==> config.mk <==
export PLATFORM = sky130hd
export DESIGN_NAME = dbg_bvci_arb
export DESIGN_NICKNAME = d
export VERILOG_FILES = /design/src/rtl/dbg_arb_pkg.sv /design/src/rtl/dbg_arb_rr2.sv /design/src/rtl/dbg_bvci_arb.sv
export SDC_FILE = /design/constraint.sdc
export NUM_CORES = 1
export LEC_CHECK = 0
export ABC_AREA = 1
export BUFFER_PORTS_ARGS = -buffer_cell sky130_fd_sc_hd__buf_4
export CAP_MARGIN = 20
export CORE_AREA = 2 2 113 115
export CTS_BUF_LIST = sky130_fd_sc_hd__clkbuf_8
export DETAILED_ROUTE_END_ITERATION = 12
export DIE_AREA = 0 0 115 117
export PLACE_DENSITY_LB_ADDON = 0.05
export SYNTH_ARGS = -nofsm -noshare
export SYNTH_HDL_FRONTEND = slang
export SYNTH_SLANG_ARGS = --single-unit
export TNS_END_PERCENT = 30
==> constraint.sdc <==
create_clock -name clk -period 2.3 [get_ports clk]
set_input_delay 0.115 -clock clk [delete_from_list [all_inputs] [get_ports clk]]
set_output_delay 0.115 -clock clk [all_outputs]
set_load 0.03 [all_outputs]
==> src/rtl/dbg_arb_pkg.sv <==
// Shared types and constants for the debug BVCI two-requester arbiter.
package dbg_arb_pkg;

    localparam int unsigned ADDR_W = 32;
    localparam int unsigned BE_W   = 4;
    localparam int unsigned DATA_W = 32;
    localparam int unsigned CMD_W  = 2;

    localparam logic [CMD_W-1:0] CMD_RD = 2'b01;
    localparam logic [CMD_W-1:0] CMD_WR = 2'b10;

    typedef enum logic [2:0] {
        ST_IDLE  = 3'd0,
        ST_CMD   = 3'd1,
        ST_RSP   = 3'd2,
        ST_ERR   = 3'd3,
        ST_DRAIN = 3'd4
    } arb_state_e;

    typedef struct packed {
        logic [ADDR_W-1:0] address;
        logic [BE_W-1:0]   be;
        logic [CMD_W-1:0]  cmd;
        logic [DATA_W-1:0] wdata;
    } bvci_cmd_t;

    typedef struct packed {
        logic [DATA_W-1:0] rdata;
        logic              reop;
        logic              rerr;
    } bvci_rsp_t;

endpackage

==> src/rtl/dbg_arb_rr2.sv <==
// Two-way round-robin pick: a lone requester wins, a tie goes to the one not served last.
module dbg_arb_rr2 (
    input  logic [1:0] req,
    input  logic       last,
    output logic       winner,
    output logic       any
);

    always_comb begin
        any    = |req;
        winner = 1'b0;
        case (req)
            2'b01:   winner = 1'b0;
            2'b10:   winner = 1'b1;
            2'b11:   winner = ~last;
            default: winner = 1'b0;
        endcase
    end

endmodule

==> src/rtl/dbg_bvci_arb.sv <==
// Shares the debug BVCI target between the JTAG and system debug masters,
// one transaction at a time, with a response watchdog and late-response drain.
module dbg_bvci_arb
    import dbg_arb_pkg::*;
#(
    parameter int unsigned TIMEOUT = 1024,
    parameter int unsigned CNT_W   = 16
) (
    input  logic                  clk,
    input  logic                  rst_a,
    input  logic [1:0]            req_cmdval,
    output logic [1:0]            req_cmdack,
    input  logic [2*ADDR_W-1:0]   req_address,
    input  logic [2*BE_W-1:0]     req_be,
    input  logic [2*CMD_W-1:0]    req_cmd,
    input  logic [2*DATA_W-1:0]   req_wdata,
    input  logic [1:0]            req_rspack,
    output logic [1:0]            req_rspval,
    output logic [DATA_W-1:0]     req_rdata,
    output logic                  req_reop,
    output logic                  req_rerr,
    output logic                  tgt_cmdval,
    input  logic                  tgt_cmdack,
    output logic [ADDR_W-1:0]     tgt_address,
    output logic [BE_W-1:0]       tgt_be,
    output logic [CMD_W-1:0]      tgt_cmd,
    output logic [DATA_W-1:0]     tgt_wdata,
    input  logic                  tgt_rspval,
    output logic                  tgt_rspack,
    input  logic [DATA_W-1:0]     tgt_rdata,
    input  logic                  tgt_reop,
    input  logic                  tgt_rerr,
    output logic                  arb_gnt,
    output logic                  arb_busy,
    output logic                  arb_timeout
);

    localparam logic             WDOG_EN  = (TIMEOUT != 0);
    localparam logic [CNT_W-1:0] CNT_LAST = CNT_W'(TIMEOUT - 1);

    arb_state_e       state_q, state_d;
    logic             gnt_q, gnt_d;
    logic             last_q, last_d;
    logic [CNT_W-1:0] cnt_q, cnt_d;

    logic             rr_winner;
    logic             rr_any;
    bvci_cmd_t        cmd0_c, cmd1_c, cmd_sel_c;
    bvci_rsp_t        rsp_c;

    dbg_arb_rr2 u_rr2 (
        .req    (req_cmdval),
        .last   (last_q),
        .winner (rr_winner),
        .any    (rr_any)
    );

    // Command payload follows the current grant even when idle.
    assign cmd0_c    = {req_address[ADDR_W-1:0], req_be[BE_W-1:0],
                        req_cmd[CMD_W-1:0], req_wdata[DATA_W-1:0]};
    assign cmd1_c    = {req_address[2*ADDR_W-1:ADDR_W], req_be[2*BE_W-1:BE_W],
                        req_cmd[2*CMD_W-1:CMD_W], req_wdata[2*DATA_W-1:DATA_W]};
    assign cmd_sel_c = gnt_q ? cmd1_c : cmd0_c;

    assign tgt_address = cmd_sel_c.address;
    assign tgt_be      = cmd_sel_c.be;
    assign tgt_cmd     = cmd_sel_c.cmd;
    assign tgt_wdata   = cmd_sel_c.wdata;

    assign req_rdata = rsp_c.rdata;
    assign req_reop  = rsp_c.reop;
    assign req_rerr  = rsp_c.rerr;

    assign arb_gnt  = gnt_q;
    assign arb_busy = (state_q != ST_IDLE);

    always_ff @(posedge clk or posedge rst_a) begin
        if (rst_a) begin
            state_q <= ST_IDLE;
            gnt_q   <= 1'b0;
            last_q  <= 1'b1;
            cnt_q   <= '0;
        end else begin
            state_q <= state_d;
            gnt_q   <= gnt_d;
            last_q  <= last_d;
            cnt_q   <= cnt_d;
        end
    end

    always_comb begin
        state_d     = state_q;
        gnt_d       = gnt_q;
        last_d      = last_q;
        cnt_d       = cnt_q;
        req_cmdack  = '0;
        req_rspval  = '0;
        tgt_cmdval  = 1'b0;
        tgt_rspack  = 1'b0;
        arb_timeout = 1'b0;
        rsp_c       = '{rdata: tgt_rdata, reop: tgt_reop, rerr: tgt_rerr};

        case (state_q)
            ST_IDLE: begin
                if (rr_any) begin
                    gnt_d   = rr_winner;
                    state_d = ST_CMD;
                end
            end
            ST_CMD: begin
                tgt_cmdval          = req_cmdval[gnt_q];
                req_cmdack[gnt_q]   = tgt_cmdack;
                // A requester withdrawing its command forfeits the grant.
                if (!req_cmdval[gnt_q]) begin
                    state_d = ST_IDLE;
                end else if (tgt_cmdack) begin
                    state_d = ST_RSP;
                    cnt_d   = '0;
                end
            end
            ST_RSP: begin
                req_rspval[gnt_q] = tgt_rspval;
                tgt_rspack        = req_rspack[gnt_q];
                // A real response wins over a watchdog expiry in the same cycle.
                if (tgt_rspval) begin
                    if (req_rspack[gnt_q]) begin
                        last_d  = gnt_q;
                        state_d = ST_IDLE;
                    end
                end else if (WDOG_EN) begin
                    if (cnt_q == CNT_LAST) begin
                        state_d     = ST_ERR;
                        arb_timeout = 1'b1;
                    end else begin
                        cnt_d = cnt_q + CNT_W'(1);
                    end
                end
            end
            ST_ERR: begin
                req_rspval[gnt_q] = 1'b1;
                rsp_c             = '{rdata: '0, reop: 1'b1, rerr: 1'b1};
                if (req_rspack[gnt_q]) begin
                    last_d  = gnt_q;
                    cnt_d   = '0;
                    state_d = ST_DRAIN;
                end
            end
            ST_DRAIN: begin
                // Swallow the late response so it never reaches a requester.
                tgt_rspack = 1'b1;
                if (tgt_rspval || (cnt_q == CNT_LAST)) begin
                    state_d = ST_IDLE;
                end else begin
                    cnt_d = cnt_q + CNT_W'(1);
                end
            end
            default: begin
                state_d = ST_IDLE;
            end
        endcase
    end

endmodule

==> results of run 1 <==
logic make-up after synthesis:
kind of cell	Yosys count
AO/OA/AOI/OAI	21
AND/OR/NAND/NOR	417
flip-flops	21
buffers and inverters	83
adder cells (fa/ha/maj)	1
metal layers:
| metal | vias to the layer above | wire, microns | GRT usage (%) |
|---|---|---|---|
| met5 | - | 0 | 0 |
| met4 | 0 | 808 | 11.24 |
| met3 | 24 | 849 | 5.098 |
| met2 | 126 | 8109 | 38.12 |
| met1 | 1871 | 5187 | 21.86 |
| li1 | 2179 | - | - |
power by group:
part	switching (mW)	internal, mW
Combinational	2.96	1.43
Sequential	0.0901	0.425
Clock	0.130	0.121
final cells by class:
type	count	area [sq um]	share of cell area, %
repair buffers	298	2237	44.03
multi-input cells	439	1853	36.47
flip-flops and latches	21	528.0	10.39
inverters	61	229.0	4.506
well taps	150	187.7	3.694
clock buffers	3	41.29	0.8126
clock inverters	1	5.005	0.09850
flip-flops by register name (all words and copies together) (netlist names):
register,count
last_q,1
arb_gnt,1
state_q,3
cnt_q,16
final timing paths:
| kind | startpoint | slack [ps] | cells past startpoint | to |
|---|---|---|---|---|
| setup / recovery | cnt_q[0]$_DFFE_PP0P_ | 270 | 6 | arb_timeout |
| hold / removal | rst_a | 20 | 2 | cnt_q[3]$_DFFE_PP0P_ |
| setup reg to reg | cnt_q[0]$_DFFE_PP0P_ | 460 | 9 | cnt_q[1]$_DFFE_PP0P_ |
| hold reg to reg | last_q$_DFFE_PP1P_ | 520 | 2 | last_q$_DFFE_PP1P_ |
| max in group asynchronous | rst_a | 1670 | 2 | arb_gnt$_DFFE_PP0P_ |
| min in group clk | req_cmdval[0] | 160 | 4 | arb_gnt$_DFFE_PP0P_ |
cell usage in the layout (no fill, tap or decap), drive strengths merged:
master / instances
buf: 298
nand2: 294
nor2: 74
inv: 60
nand3: 33
dfrtp: 20
o21ai: 11
a21oi: 10
nor3: 5
nand4: 4
clkbuf: 3
nand3b: 2
or2: 2
nor3b: 2
clkinv: 2
nor4: 1
ha: 1
dfstp: 1
==> results.md, run 1 <==
* Status: complete, no violations
* Final net count at roughly 1,000
* Tcrit/Tclk final at about nine tenths
* Yosys warns at 0
* Total power at 5.160 mW
* Mapped Nets at ~730
* Ports at 295
* Number of DRC markers in iteration 0 at roughly 180
* Worst path slowest cell: dfrtp_1
* Synth Area in Compound Gates at under 10%
* Post-CTS Resized at 0
* Synth area leader: nand2_1
* Post-Layout Inst Area at a little over 5000 sq um
* IO Port Bufs at slightly below 300
* Delay-heaviest family, CP: simple AND/OR/NAND/NOR gates
* Post-route setup slack at approximately 270 ps
* CTS root buf: clkbuf_8
* Static Leak at slightly above 3 nW
* Synth top cells by count: 291 x nand2_1, 71 x nor2_1, 56 x inv_1
* Asr flop ratio synth at 100.0%
* Die H at approximately 120 microns
* Maximum vdd ir drop at about 0.6 mV
* Mux share of post-synthesis cell area at 0%
* CTS HTree Levels at 1
* Unrepaired setup endpoints after global routing: false
* Synth Area in Simple Gates at 63.74%
* Critical Path RT at around 2200 ps
* Area of the core at about 12,000 sq um
* PwrDens at a little over 1000 nW/um^2
* Final Slew Violations at 0
* Worst-Margin Slew at 867.0 ps
* Sink Count at 21
* Largest net degree at the start of global routing at between 70 and 80
* EDFF count, synth at 0
* CP arrival at ~1900 ps
* Post-synthesis sequential area ratio at between 10% and 20%
* CP max stage delay at 410 ps
* Post-Synth Adder-Cell Area at less than 1%
* Final Util at a little over 40%
* Non-Filler Instances at 973
* TNS Setup at 0 ps
* CTS tree: yes
* Total GRT Usage at 20.75%
* Post-Synth XOR/XNOR Area at 0%
* Syn Inst Count at 543
* Final hold viol count at 0
* Post-CTS Hold Buffers at 0
* GPL Wtd Cong at between 0.9 and 1
* Initial antenna violation count at 0
* Die Width at between 100 and 150 microns
* Buf/Inv on CP at 1
* Bufs on Longest Clock Path at 2
* Final WL at 14.96 mm
* Placed Area at a little over 5000 sq um
* Share of cells above drive strength 1 at roughly two fifths
* Max-cap violations at 0
* Count leader, synth: nand2_1
* Post-synth top flop: dfrtp_1
* Max Fanout on Critical Path at 7
* # diodes at 0
* Yosys reg bits at 21
* Initial Utilization at 21.97%
* Hold Slack at 22.32 ps
* Core Rows at a little over 40
* Per-cell routed wire length at 15.37 microns
* Fillers at ~1,400
* Synth Area per Inst at 4.982 sq um
* Min Tclk post-route at between 2000 and 2500 ps
* Dpl hpwl at approximately 13 mm
* # DRC at 0
* Slew HR at between 40% and 50%
* Final Skew at about 12 ps
* Pre-CTS setup slack at approximately 500 ps
* Worst setup EP type: output port
* Via count at 4,200
* Post-synth cell types at 31
* Share of the synthesized area in the top cell type at about two fifths
* DRT Pass-1 Iters at 4
* Antenna-violating nets left at 0
* Vias per cell at around 4.3
* Post-Syn Area at ~2700 sq um
* Worst path cell trace: ha_1 -> nand2_1 -> nor2_4 -> nand3_4 -> nor4_1 -> buf_4
* Startpoint Class: register
* Type of the most critical hold path: input port to async pin
* Placed cells at a little under 1,000
* Die footprint at 13,460 sq um
* Area Growth Syn to Fin at 87.84%
* Post-CTS Repair Setup Buffers at 0
* Number of buffers created by CTS at 3
* Max Fclk at between 400 and 500 MHz
* Total gr overflow at 0
* Setup violations, final at 0
* Worst skew pair latency at around 270 ps
* Reg clk slew, reported paths at 90 ps
* Main combinational cell family by area after synthesis: simple AND/OR/NAND/NOR gates
* Top cells by area, synth: nand2_1 40%, dfrtp_1 19%, nor2_1 9.9%
* Critical path class: register to output port
* Vias in the first global route at around 3,800
* First-pass GRT wire length at approximately 21 mm
Note: power is estimated with default switching activity, not from simulation.
==> run 2: changes to the inputs <==
Settings changed: BUFFER_PORTS_ARGS -buffer_cell sky130_fd_sc_hd__buf_4 to not set, CORE_AREA 2 2 113 115 to 2 2 114 116, DIE_AREA 0 0 115 117 to 0 0 116 118, DONT_BUFFER_PORTS set to 1.
==> run 2 against run 1 <==
Effect of this change:
- cell area decreased by 41%
- via count decreased by 25%
- critical path type unchanged
- critical endpoint is now tgt_wdata[25]
- register-to-register slack got worse by 110 ps
- final cell count decreased by 27%
- non-clock buffer count decreased by 284
==> results.md, run 2 (synthesis results as in run 1) <==
* Final Skew at 3.347 ps (was 11.54 ps)
* Final WL at 11.16 mm (was 14.96 mm)
* GPL Wtd Cong at 0.7845 (was 0.9050)
* Share of cells above drive strength 1 at 7.050% (was 39.25%)
* Max Fanout on Critical Path at 74 (was 7)
* Hold endpoint: arb_gnt$_DFFE_PP0P_
* Critical Path RT at 2180 ps (about the same)
* Worst hold start: req_cmdval[0]
* Number of buffers created by CTS at 3 (unchanged)
* Origin of the critical flop-to-flop path: cnt_q[0]$_DFFE_PP0P_ (unchanged)
* Final hold viol count at 0 (unchanged)
* PwrDens at 1342 nW/um^2 (was 1016 nW/um^2)
* Total gr overflow at 0 (unchanged)
* Via count at 3,135 (was 4,200)
* Worst skew pair latency at 260 ps (was 270 ps)
* Area of the core at 12,410 sq um (was 12,310 sq um)
* Final net count at 723 (was 1,007)
* Largest regs: cnt_q (16), state_q (3) (unchanged)
* Sink Count at 21 (unchanged)
* Die footprint at 13,690 sq um (was 13,460 sq um)
* IO Port Bufs at 0 (was 294)
* Post-CTS Repair Setup Buffers at 0 (unchanged)
* Fillers at 1,495 (was 1,385)
* Maximum vdd ir drop at 0.6375 mV (was 0.5939 mV)
* Vias in the first global route at 2,969 (was 3,826)
* Worst setup EP type: output port (unchanged)
* Setup violations, final at 0 (unchanged)
* Met2 Use GR at 26.02% (was 38.12%)
* Ports at 295 (unchanged)
* Worst-Margin Slew at 669.3 ps (was 867.0 ps)
* Worst path slowest cell: buf_4 (was dfrtp_1)
* Max Fclk at 489.8 MHz (was 492.0 MHz)
* Tcrit/Tclk final at 88.77% (was 88.37%)
* Most common cell after layout, fill and taps aside: nand2_1 (was buf_4)
* Slew HR at 55.38% (was 42.14%)
* Routing usage on met3 at 2.832% (was 5.098%)
* Critical path class: register to output port (unchanged)
* Top reg by flops: cnt_q (unchanged)
* Status: complete, no violations (unchanged)
* Max FFs per register at 16 (unchanged)
* Unrepaired setup endpoints after global routing: false (unchanged)
* Type of the most critical hold path: input port to register (was input port to async pin)
* GR peak layer: met2 (unchanged)
* Die Width at 116 microns (was 115 microns)
* M1 GR Usage at 21.77% (was 21.86%)
* Largest net degree at the start of global routing at 75 (unchanged)
* # diodes at 0 (unchanged)
* Min Tclk post-route at 2042 ps (was 2033 ps)
* CTS tree: yes (unchanged)
* # DRC at 0 (unchanged)
* Die H at 118 microns (was 117 microns)
* Final Slew Violations at 0 (unchanged)
* CTS HTree Levels at 1 (unchanged)
* Flop2flop setup slack at 350 ps (was 460 ps)
* Worst r2r path cells at 9 (unchanged)
* DRT Pass-1 Iters at 4 (unchanged)
* Static Leak at 1.706 nW (was 3.076 nW)
* Worst path cell trace: inv_2 -> buf_4 -> nand2_1 -> nand2_1 (was ha_1 -> nand2_1 -> nor2_4 -> nand3_4 -> nor4_1 -> buf_4)
* Antenna-violating nets left at 0 (unchanged)
* Non-Filler Instances at 711 (was 973)
* CP arrival at 1930 ps (was 1920 ps)
* First-pass GRT wire length at 16.99 mm (was 21.24 mm)
* Initial Utilization at 21.79% (was 21.97%)
* Vias per cell at 4.409 (was 4.317)
* RR Endpoint: cnt_q[0]$_DFFE_PP0P_ (was cnt_q[1]$_DFFE_PP0P_)
* Reg clk slew, reported paths at 80 ps (was 90 ps)
* CTS root buf: clkbuf_8 (unchanged)
* Number of DRC markers in iteration 0 at 114 (was 177)
* Core Rows at 41 (unchanged)
* Startpoint Class: register (unchanged)
* Initial antenna violation count at 0 (unchanged)
* CP most frequent cell: nand2_1
* Placed cells at 706 (was 969)
* Hold depth at 3
* Bufs on Longest Clock Path at 2 (unchanged)
* Per-cell routed wire length at 15.70 microns (was 15.37 microns)
* Max-cap violations at 0 (unchanged)
* Area Growth Syn to Fin at 10.31% (was 87.84%)
* Total GRT Usage at 15.83% (was 20.75%)
* Most frequent cells in the layout: 291 x nand2_1, 71 x nor2_1, 56 x inv_1, 30 x nand3_1, 19 x dfrtp_1 (was 298 x buf_4, 291 x nand2_1, 71 x nor2_1, 55 x inv_1, 30 x nand3_1)
* CP max stage delay at 530 ps (was 410 ps)
* TNS Setup at 0 ps (unchanged)
* Dpl hpwl at 9.390 mm (was 12.79 mm)
==> run 2: changes by cell type in the layout (fill, tap and decap cells not counted) <==
cell	delta
dlygate4sd3_1	+1
buf_4	-285
nor4_2	+1
clkinv_2	-1
nor4_1	-1
inv_1	+1
==> run 2: area by class of cell <==
class	instances	area, sq um	share of cell area [%]
Clock buffer	3	41.29	1.384
Clock inverter	1	3.754	0.1258
Inverter	61	229.0	7.673
Multi-Input combinational cell	439	1859	62.31
Sequential cell	21	528.0	17.69
Tap cell	172	215.2	7.212
Timing Repair Buffer	14	107.6	3.606
==> run 2: what timing repair did <==
item	in CTS	in global routing
gates resized for setup	0	0
hold buffers	1	0
endpoints found under the setup margin	0	0
endpoints found under the hold margin	20	0
==> run 2: worst max path at each step <==
stage	from	end	slack (ps)	cells past startpoint
global placement	cnt_q[0]$_DFFE_PP0P_	cnt_q[15]$_DFFE_PP0P_	370	9
finish	arb_gnt$_DFFE_PP0P_	tgt_wdata[25]	260	4
detailed placement	cnt_q[0]$_DFFE_PP0P_	cnt_q[15]$_DFFE_PP0P_	330	9
global route	arb_gnt$_DFFE_PP0P_	tgt_wdata[25]	50	4
floorplan	cnt_q[0]$_DFFE_PP0P_	arb_timeout	320	5
CTS	arb_gnt$_DFFE_PP0P_	tgt_wdata[25]	160	4
==> run 2: layer usage <==
metal  wire, microns  part of all wire (%)  vias up
li1                -                     -     1617
met1            4936                    44     1388
met2            5374                    48      124
met3             741                   6.6        6
met4             108                  0.97        0
met5               0                     0        -
==> run 2: power by group <==
group	internal, mW	leakage (nW)	switching, mW
registers	0.425	0.284	0.0668
logic	0.497	1.40	2.77
clock network	0.119	0.0269	0.129
==> run 2: metrics by stage <==
step | cell area, sq um | worst slack [ps] | hold slack [ps] | util, % | power (mW)
6_report | 2984 | 258.2 | 53.22 | 24.04 | 4.005
2_1_floorplan | 2705 | 315.1 | 90.79 | - | 3.241
4_1_cts | 2984 | 156.6 | 39.71 | 24.04 | 4.084
3_5_place_dp | 2929 | 328.3 | 73.57 | 23.59 | 3.817
3_3_place_gp | 2929 | 367.1 | 73.45 | 23.59 | 3.810
5_1_grt | 2984 | 46.69 | 41.42 | 24.04 | 4.325
==> run 2: worst max-delay path: cells and delay by family, from the launching register on <==
kind	cells	cell delay (ps)
AND/OR/NAND/NOR	2	580
buffers and inverters	2	600
flip-flops	1	460
